[src/rtl/median_pkg.sv]
// Shared types and comparison helpers for the 3x3 median stream core.
package median_pkg;

  localparam int PIX_W        = 8;
  localparam int PIX_PER_WORD = 4;

  typedef logic [PIX_W-1:0] pix_t;

  typedef struct packed {
    pix_t lo;
    pix_t mid;
    pix_t hi;
  } col_sorted_t;

  localparam col_sorted_t COL_ZERO = '{lo: 8'h00, mid: 8'h00, hi: 8'h00};

  function automatic pix_t max2(input pix_t a, input pix_t b);
    return (a > b) ? a : b;
  endfunction

  function automatic pix_t min2(input pix_t a, input pix_t b);
    return (a < b) ? a : b;
  endfunction

  function automatic pix_t max3(input pix_t a, input pix_t b, input pix_t c);
    return max2(max2(a, b), c);
  endfunction

  function automatic pix_t min3(input pix_t a, input pix_t b, input pix_t c);
    return min2(min2(a, b), c);
  endfunction

  function automatic pix_t med3(input pix_t a, input pix_t b, input pix_t c);
    return max2(min2(a, b), min2(max2(a, b), c));
  endfunction

endpackage

[src/rtl/median3x3_stream_core_sort3.sv]
// Combinational 3-input sorting network producing lo/mid/hi of one pixel column.
module median_sort3
  import median_pkg::*;
(
  input  pix_t a,
  input  pix_t b,
  input  pix_t c,
  output pix_t lo,
  output pix_t mid,
  output pix_t hi
);

  pix_t ab_lo_s;
  pix_t ab_hi_s;
  pix_t bc_lo_s;

  assign ab_lo_s = min2(a, b);
  assign ab_hi_s = max2(a, b);
  assign bc_lo_s = min2(ab_hi_s, c);
  assign hi      = max2(ab_hi_s, c);
  assign lo      = min2(ab_lo_s, bc_lo_s);
  assign mid     = max2(ab_lo_s, bc_lo_s);

endmodule

[src/rtl/median3x3_stream_core.sv]
// Streaming 3x3 median filter, 4 pixels per beat, 3 register stages with global stall.
// Optional MEDIAN3X3_BORDER_REPLICATE_EN: left border replicates column c0 instead of zeros.
module median3x3_stream_core
  import median_pkg::*;
(
  input  logic                            clk,
  input  logic                            rst,
  input  logic                            frame_start,
  input  logic                            in_valid,
  output logic                            in_ready,
  input  logic [PIX_W*PIX_PER_WORD-1:0]   word0,
  input  logic [PIX_W*PIX_PER_WORD-1:0]   word1,
  input  logic [PIX_W*PIX_PER_WORD-1:0]   word2,
  output logic                            out_valid,
  input  logic                            out_ready,
  output pix_t                            pixel1,
  output pix_t                            pixel2,
  output pix_t                            pixel3,
  output pix_t                            pixel4
);

  if (PIX_PER_WORD != 4) begin : g_bad_pix_per_word
    $error("median3x3_stream_core supports exactly 4 pixels per word");
  end

  logic        stall_s;
  logic        accept_s;
  col_sorted_t new_col_s [0:3];
  col_sorted_t h_eff_s   [0:1];
  col_sorted_t hist_r    [0:1];
  col_sorted_t s1_col_r  [0:5];
  logic        s1_valid_r;
  pix_t        s2_a_r    [0:3];
  pix_t        s2_b_r    [0:3];
  pix_t        s2_c_r    [0:3];
  logic        s2_valid_r;
  pix_t        pixel_r   [0:3];
  logic        out_valid_r;

  assign stall_s   = out_valid_r && !out_ready;
  assign in_ready  = !stall_s;
  assign accept_s  = in_valid && !stall_s;
  assign out_valid = out_valid_r;
  assign pixel1    = pixel_r[0];
  assign pixel2    = pixel_r[1];
  assign pixel3    = pixel_r[2];
  assign pixel4    = pixel_r[3];

  for (genvar gi = 0; gi < PIX_PER_WORD; gi++) begin : g_sort
    median_sort3 u_sort (
      .a   (word0[gi*PIX_W +: PIX_W]),
      .b   (word1[gi*PIX_W +: PIX_W]),
      .c   (word2[gi*PIX_W +: PIX_W]),
      .lo  (new_col_s[gi].lo),
      .mid (new_col_s[gi].mid),
      .hi  (new_col_s[gi].hi)
    );
  end

`ifdef MEDIAN3X3_BORDER_REPLICATE_EN
  logic first_r;

  // Marks the first accepted beat after reset as a line start.
  always_ff @(posedge clk) begin
    if (rst) begin
      first_r <= 1'b1;
    end else if (accept_s) begin
      first_r <= 1'b0;
    end
  end

  // Left-border columns: replicate c0 at a line start, else the carried history.
  always_comb begin
    h_eff_s[0] = hist_r[0];
    h_eff_s[1] = hist_r[1];
    if (frame_start || first_r) begin
      h_eff_s[0] = new_col_s[0];
      h_eff_s[1] = new_col_s[0];
    end else begin
      h_eff_s[0] = hist_r[0];
      h_eff_s[1] = hist_r[1];
    end
  end
`else
  // Left-border columns: zero columns at a line start, else the carried history.
  always_comb begin
    h_eff_s[0] = hist_r[0];
    h_eff_s[1] = hist_r[1];
    if (frame_start) begin
      h_eff_s[0] = COL_ZERO;
      h_eff_s[1] = COL_ZERO;
    end else begin
      h_eff_s[0] = hist_r[0];
      h_eff_s[1] = hist_r[1];
    end
  end
`endif

  // Stage 1: register sorted columns and roll the two-column history.
  always_ff @(posedge clk) begin
    if (rst) begin
      s1_valid_r <= 1'b0;
      hist_r[0]  <= COL_ZERO;
      hist_r[1]  <= COL_ZERO;
      for (int i = 0; i < 6; i++) s1_col_r[i] <= COL_ZERO;
    end else if (!stall_s) begin
      s1_valid_r <= accept_s;
      if (accept_s) begin
        s1_col_r[0] <= h_eff_s[0];
        s1_col_r[1] <= h_eff_s[1];
        for (int i = 0; i < 4; i++) s1_col_r[i+2] <= new_col_s[i];
        hist_r[0] <= new_col_s[2];
        hist_r[1] <= new_col_s[3];
      end
    end
  end

  // Stage 2: per window, max of lows, median of mids, min of highs.
  always_ff @(posedge clk) begin
    if (rst) begin
      s2_valid_r <= 1'b0;
      for (int w = 0; w < 4; w++) begin
        s2_a_r[w] <= 8'h00;
        s2_b_r[w] <= 8'h00;
        s2_c_r[w] <= 8'h00;
      end
    end else if (!stall_s) begin
      s2_valid_r <= s1_valid_r;
      if (s1_valid_r) begin
        for (int w = 0; w < 4; w++) begin
          s2_a_r[w] <= max3(s1_col_r[w].lo,  s1_col_r[w+1].lo,  s1_col_r[w+2].lo);
          s2_b_r[w] <= med3(s1_col_r[w].mid, s1_col_r[w+1].mid, s1_col_r[w+2].mid);
          s2_c_r[w] <= min3(s1_col_r[w].hi,  s1_col_r[w+1].hi,  s1_col_r[w+2].hi);
        end
      end
    end
  end

  // Stage 3: final median; pixels only change when a valid beat arrives.
  always_ff @(posedge clk) begin
    if (rst) begin
      out_valid_r <= 1'b0;
      for (int w = 0; w < 4; w++) pixel_r[w] <= 8'h00;
    end else if (!stall_s) begin
      out_valid_r <= s2_valid_r;
      if (s2_valid_r) begin
        for (int w = 0; w < 4; w++) pixel_r[w] <= med3(s2_a_r[w], s2_b_r[w], s2_c_r[w]);
      end
    end
  end

endmodule

[config.mk]
export PLATFORM = sky130hd
export DESIGN_NAME = median3x3_stream_core
export DESIGN_NICKNAME = d
export VERILOG_FILES = /design/src/rtl/median_pkg.sv /design/src/rtl/median3x3_stream_core_sort3.sv /design/src/rtl/median3x3_stream_core.sv
export SDC_FILE = /design/constraint.sdc
export NUM_CORES = 1
export LEC_CHECK = 0
export ABC_CLOCK_PERIOD_IN_PS = 6350
export BUFFER_PORTS_ARGS = -buffer_cell sky130_fd_sc_hd__buf_4
export CAP_MARGIN = 20
export CORE_ASPECT_RATIO = 1.2
export CORE_MARGIN = 2
export CORE_UTILIZATION = 35
export CTS_CLUSTER_SIZE = 30
export DETAILED_ROUTE_END_ITERATION = 7
export GPL_ROUTABILITY_DRIVEN = 0
export SLEW_MARGIN = 0
export SYNTH_ARGS = -nofsm -noshare
export SYNTH_HDL_FRONTEND = slang
export SYNTH_SLANG_ARGS = --single-unit
[constraint.sdc]
create_clock -name clk -period 6.35 [get_ports clk]
set_input_delay 1.905 -clock clk [delete_from_list [all_inputs] [get_ports clk]]
set_output_delay 1.905 -clock clk [all_outputs]
set_load 0.02 [all_outputs]
; ---- After elaboration in Yosys (flattened, before gate mapping)
; Memories as Yosys holds them, arrays and structs flattened.
; Index checks and enable logic that the tools add are counted.
[op_classes]
magnitude_cmp = 72
bitwise = 24
reduce_logical = 4
n_mux = 111
[op_table]
columns = cell, count
row1 = two-way mux 8 bit, 88
row2 = greater-than comparator 8 bit, 36
row3 = < comparator 8 bit, 36
row4 = two-way mux 24 bit, 8
row5 = two-way mux 48 bit, 1
row6 = OR 1 bit, 24
row7 = two-way mux 1 bit, 14
row8 = logical AND 1 bit, 2
row9 = zero test 1 bit, 2
[totals]
elab_cells = 220
memories = 6
out_inout_bits = 34
register_bits = 3
mem_bits_rw = 320
in_bits = 101
[mem_list]
columns = name, depth, word_bits, rd, rd_clocked_by_memory_dff, write_ports, line
row1 = s1_col_r, 6, 24, 6, 0, 6, median3x3_stream_core.sv:31  ; col_sorted_t s1_col_r [0:5];
row2 = hist_r, 2, 24, 2, 0, 2, median3x3_stream_core.sv:30  ; col_sorted_t hist_r [0:1];
row3 = pixel_r, 4, 8, 4, 0, 4, median3x3_stream_core.sv:37  ; pix_t pixel_r [0:3];
row4 = s2_a_r, 4, 8, 4, 0, 4, median3x3_stream_core.sv:33  ; pix_t s2_a_r [0:3];
row5 = s2_b_r, 4, 8, 4, 0, 4, median3x3_stream_core.sv:34  ; pix_t s2_b_r [0:3];
row6 = s2_c_r, 4, 8, 4, 0, 4, median3x3_stream_core.sv:35  ; pix_t s2_c_r [0:3];

; ---- Depth between registers and ports, before layout
[logic_depth]
ltp_word = 9
ltp_mapped = 29

; ---- By module
; A second synthesis with hierarchy kept.
[hier_totals]
cells_unflattened = 2933
area_unflattened_um2 = 27473.8
[modules_own_cells]
columns = module, instances, area_per_inst_um2, seq_area_each_um2, cells_per_inst
row1 = median3x3_stream_core, 1, 21813.4, 8227.9, 2209
row2 = median_sort3, 4, 1415.1, 0.0, 181

; ---- Least setup slack after synthesis
; No wires, ideal clock.
[synth_path]
path_type = input -> register
from = input word1[29]
to = memory hist_r[0][32] (netlist name) (data pin)
path_slack_ns = -0.428
t_arrival_ns = 6.506
required_ns = 6.078
n_path_buf = 4
cell_stages = 27
path_cell_list = inv_1 ha_1 a21o_1 a21o_1 a21o_1 and2_1 clkbuf_1 clkbuf_1 o21a_1 nor2_1 inv_1 ha_1 nor2b_1 o21a_1 o21ai_0 a21oi_1 or2_2 clkbuf_1 o31ai_1 ha_1 a21o_1 a21o_1 a21oi_1 o21a_1 or3_1 buf_1 o32ai_1
[synth_rtl]
columns = item, line
row1 = "start, declared", median3x3_stream_core.sv:12  ; input logic [PIX_W*PIX_PER_WORD-1:0] word1,
row2 = "end, declared", median3x3_stream_core.sv:30

==> reports/metrics.yaml <==
syn_area_mm2: 0.0259
drtAntennaViolNets: 0
syn_nets: 3315
routed_wl_um: 79900
p_leak_nw: 14.2
io_buffer_count: 134
nets: 3663
die_w_um: 252
syn_to_final_growth_pct: 20.8
worst-endpoint-arrival_ns: 6.38
die_y_um: 302
io_pins: 135
placed_area_mm2: 0.0302
irDropWorstVdd_v: 0.000210
final_cell_count_no_fill: 4130
worstSetupEndpointType: "register"
grt_max_degree: 80
maxCapViolCount: 0
die-area_mm2: 0.0762
fmax_mhz: 165
worst_slack_ns: 0.284
cts_hold_buf: 0
fin_crit_sh: 0.955
drive_gt1_frac: 0.202
dp_slack_ns: -0.410
antenna_found_initial: 0
start_kind: "input pin"
worstSetupPathType: "in -> reg"
num_vias: 22700
use_met3: 0.0215
yosys_warnings: 0
antenna_cells: 0
path_clk_slew_ns: 0.06
ys_ff_latch: 275
dpl.hpwl_um: 66200
dp_cells: 4071
via_per_inst: 5.51
grt_pass1_vias: 22200
clock_latency_ns: 0.60
cts_root_buf: "clkbuf_16"
synth_cells: 2814
synth_edf_count: 272
ys_seq_area_frac: 0.318
htreeDepth: 1
fin_skew_ns: 0.0160
cp_slowest_cell: "ha_1"
synth_top_flop_cell: "edfxtp_1"
final_cell_mix: "buf_4, ha_1, inv_1"
gr-total-overflow: 0
power.density_mw_per_mm2: 307
path_delay_family: "compound AO/OA/AOI/OAI gates"
core_area_mm2: 0.0735
cp_max_fo: 8
power.total_mw: 9.60
drt_iter0_drc: 1542
path_buf_inv: 6
finalHoldViolCount: 0
design_area_mm2: 0.0313
drt_first_pass_iters: 5
rows: 109
layout_commonest_cell: "buf_4"
setup_viol: 0
cts_tree: "yes"
period_needed_ns: 6.07
critical-path-max-stage-delay_ns: 0.32
min_path_type: "reg -> reg"
start_util: 0.352
post_drt_wl_per_cell_um: 19.3
fillerInstances: 7074
drc: 0
synth.avg_cell_area_um2: 9.20
synthArstFlopShare: 0
status: "finished, final reports clean"
cts_buffers: 31
cp.required_ns: 6.67
numClockSinks: 275
max_slew.worst_pin.slew_ns: 1.12
grt_busiest_layer: "met2"
grt_usage: 0.205
relSlewSlack: 0.255
yosysUniqueCellTypes: 66
use_met1: 0.250
drv_slew: 0
grt_use_met2: 0.366
grt_pass1_wl_um: 123000
cts_max_path_buffers: 3
[kinds of logic after synthesis]
family | after synthesis | share of synthesized area
and+or+nand+nor | 595 | 0.118
DFF | 275 | 0.318
AOI/OAI and AO/OA | 857 | 0.209
muxes | 237 | 0.0953
adders and majority gates | 400 | 0.193
buffers and inverters | 450 | 0.0665
[cell usage after synthesis (32+ instances only)]
| cell type | n | area, um2 |
|---|---|---|
| a21o_1 | 56 | 420 |
| a21oi_1 | 227 | 1140 |
| a31oi_1 | 32 | 200 |
| clkbuf_1 | 68 | 255 |
| edfxtp_1 | 272 | 8170 |
| ha_1 | 400 | 5000 |
| inv_1 | 350 | 1310 |
| mux2_2 | 77 | 867 |
| mux2i_1 | 160 | 1600 |
| nand2_1 | 78 | 293 |
| nand2b_1 | 62 | 388 |
| nand3_1 | 44 | 220 |
| nand4_1 | 55 | 344 |
| nor2_1 | 150 | 563 |
| nor2b_1 | 46 | 288 |
| nor3_1 | 84 | 420 |
| o21a_1 | 62 | 465 |
| o21ai_0 | 212 | 1060 |
| o22ai_1 | 68 | 425 |
| o31ai_1 | 36 | 270 |
[routing by layer]
| layer | part of all wire | vias up |
|---|---|---|
| met5 | 0 | - |
| met4 | 0.046 | 0 |
| met3 | 0.051 | 181 |
| met2 | 0.49 | 660 |
| met1 | 0.42 | 10700 |
| li1 | - | 11200 |
[final cells by class]
type	count	area, um2	share of cell area
clock buffers	37	798	0.0255
flip-flops and latches	275	8230	0.263
well taps	943	1180	0.0377
clock inverters	21	208	0.00664
inverters	351	1360	0.0433
repair buffers	414	3120	0.0997
multi-input cells	2089	16400	0.524
[path summary, 6_finish.rpt]
path | startpoint | endpoint | slack, ns | cells past startpoint
worst max register to register | hist_r[0][14]$_SDFFCE_PN0P_ | s2_b_r[0][27]$_SDFFCE_PN0P_ | 0.41 | 22
worst max-delay path | word1[17] | hist_r[0][19]$_SDFFCE_PN0P_ | 0.28 | 27
worst min register to register | s1_valid_r$_SDFFE_PP0N_ | s1_valid_r$_SDFFE_PP0N_ | 0.49 | 2
worst min-delay path | s1_valid_r$_SDFFE_PP0N_ | s1_valid_r$_SDFFE_PP0N_ | 0.49 | 2
[state kept, by name (all words and copies together) (netlist names)]
| name | cells |
|---|---|
| pixel_r | 32 |
| hist_r | 48 |
| s1_valid_r | 1 |
| s1_col_r | 96 |
| s2_a_r | 32 |
| out_valid | 1 |
| s2_b_r | 32 |
| s2_c_r | 32 |
| s2_valid_r | 1 |
[worst register-to-register path, delay by kind of cell (launching register included)]
family	cells	cell delay, ns
AO/OA/AOI/OAI	11	2.62
adder cells (fa/ha/maj)	3	0.87
flip-flops	1	0.47
buffers and inverters	2	0.37
AND/OR/NAND/NOR	5	0.97
multiplexers	1	0.35
[stage by stage]
stage	util	setup TNS [ns]	hold WS, ns
floorplan	-	-0.0700	0.452
global placement	0.411	-15.73	0.475
detailed placement	0.411	-19.58	0.479
CTS	0.425	0	0.490
global route	0.426	-0.00452	0.523
finish	0.426	0	0.490
[report_power, final]
group / leakage (nW) / switching [mW] / total [mW] / internal (mW)
clock network: 0.478 / 0.769 / 1.79 / 1.02
registers: 2.97 / 0.251 / 2.53 / 2.28
logic: 10.7 / 3.04 / 5.28 / 2.24
[timing repair]
action / in CTS / in global routing
resized for setup: 0 / 17
setup endpoints to repair: 0 / 56
setup buffers: 0 / 0
Note: power is estimated with default switching activity, not from simulation.
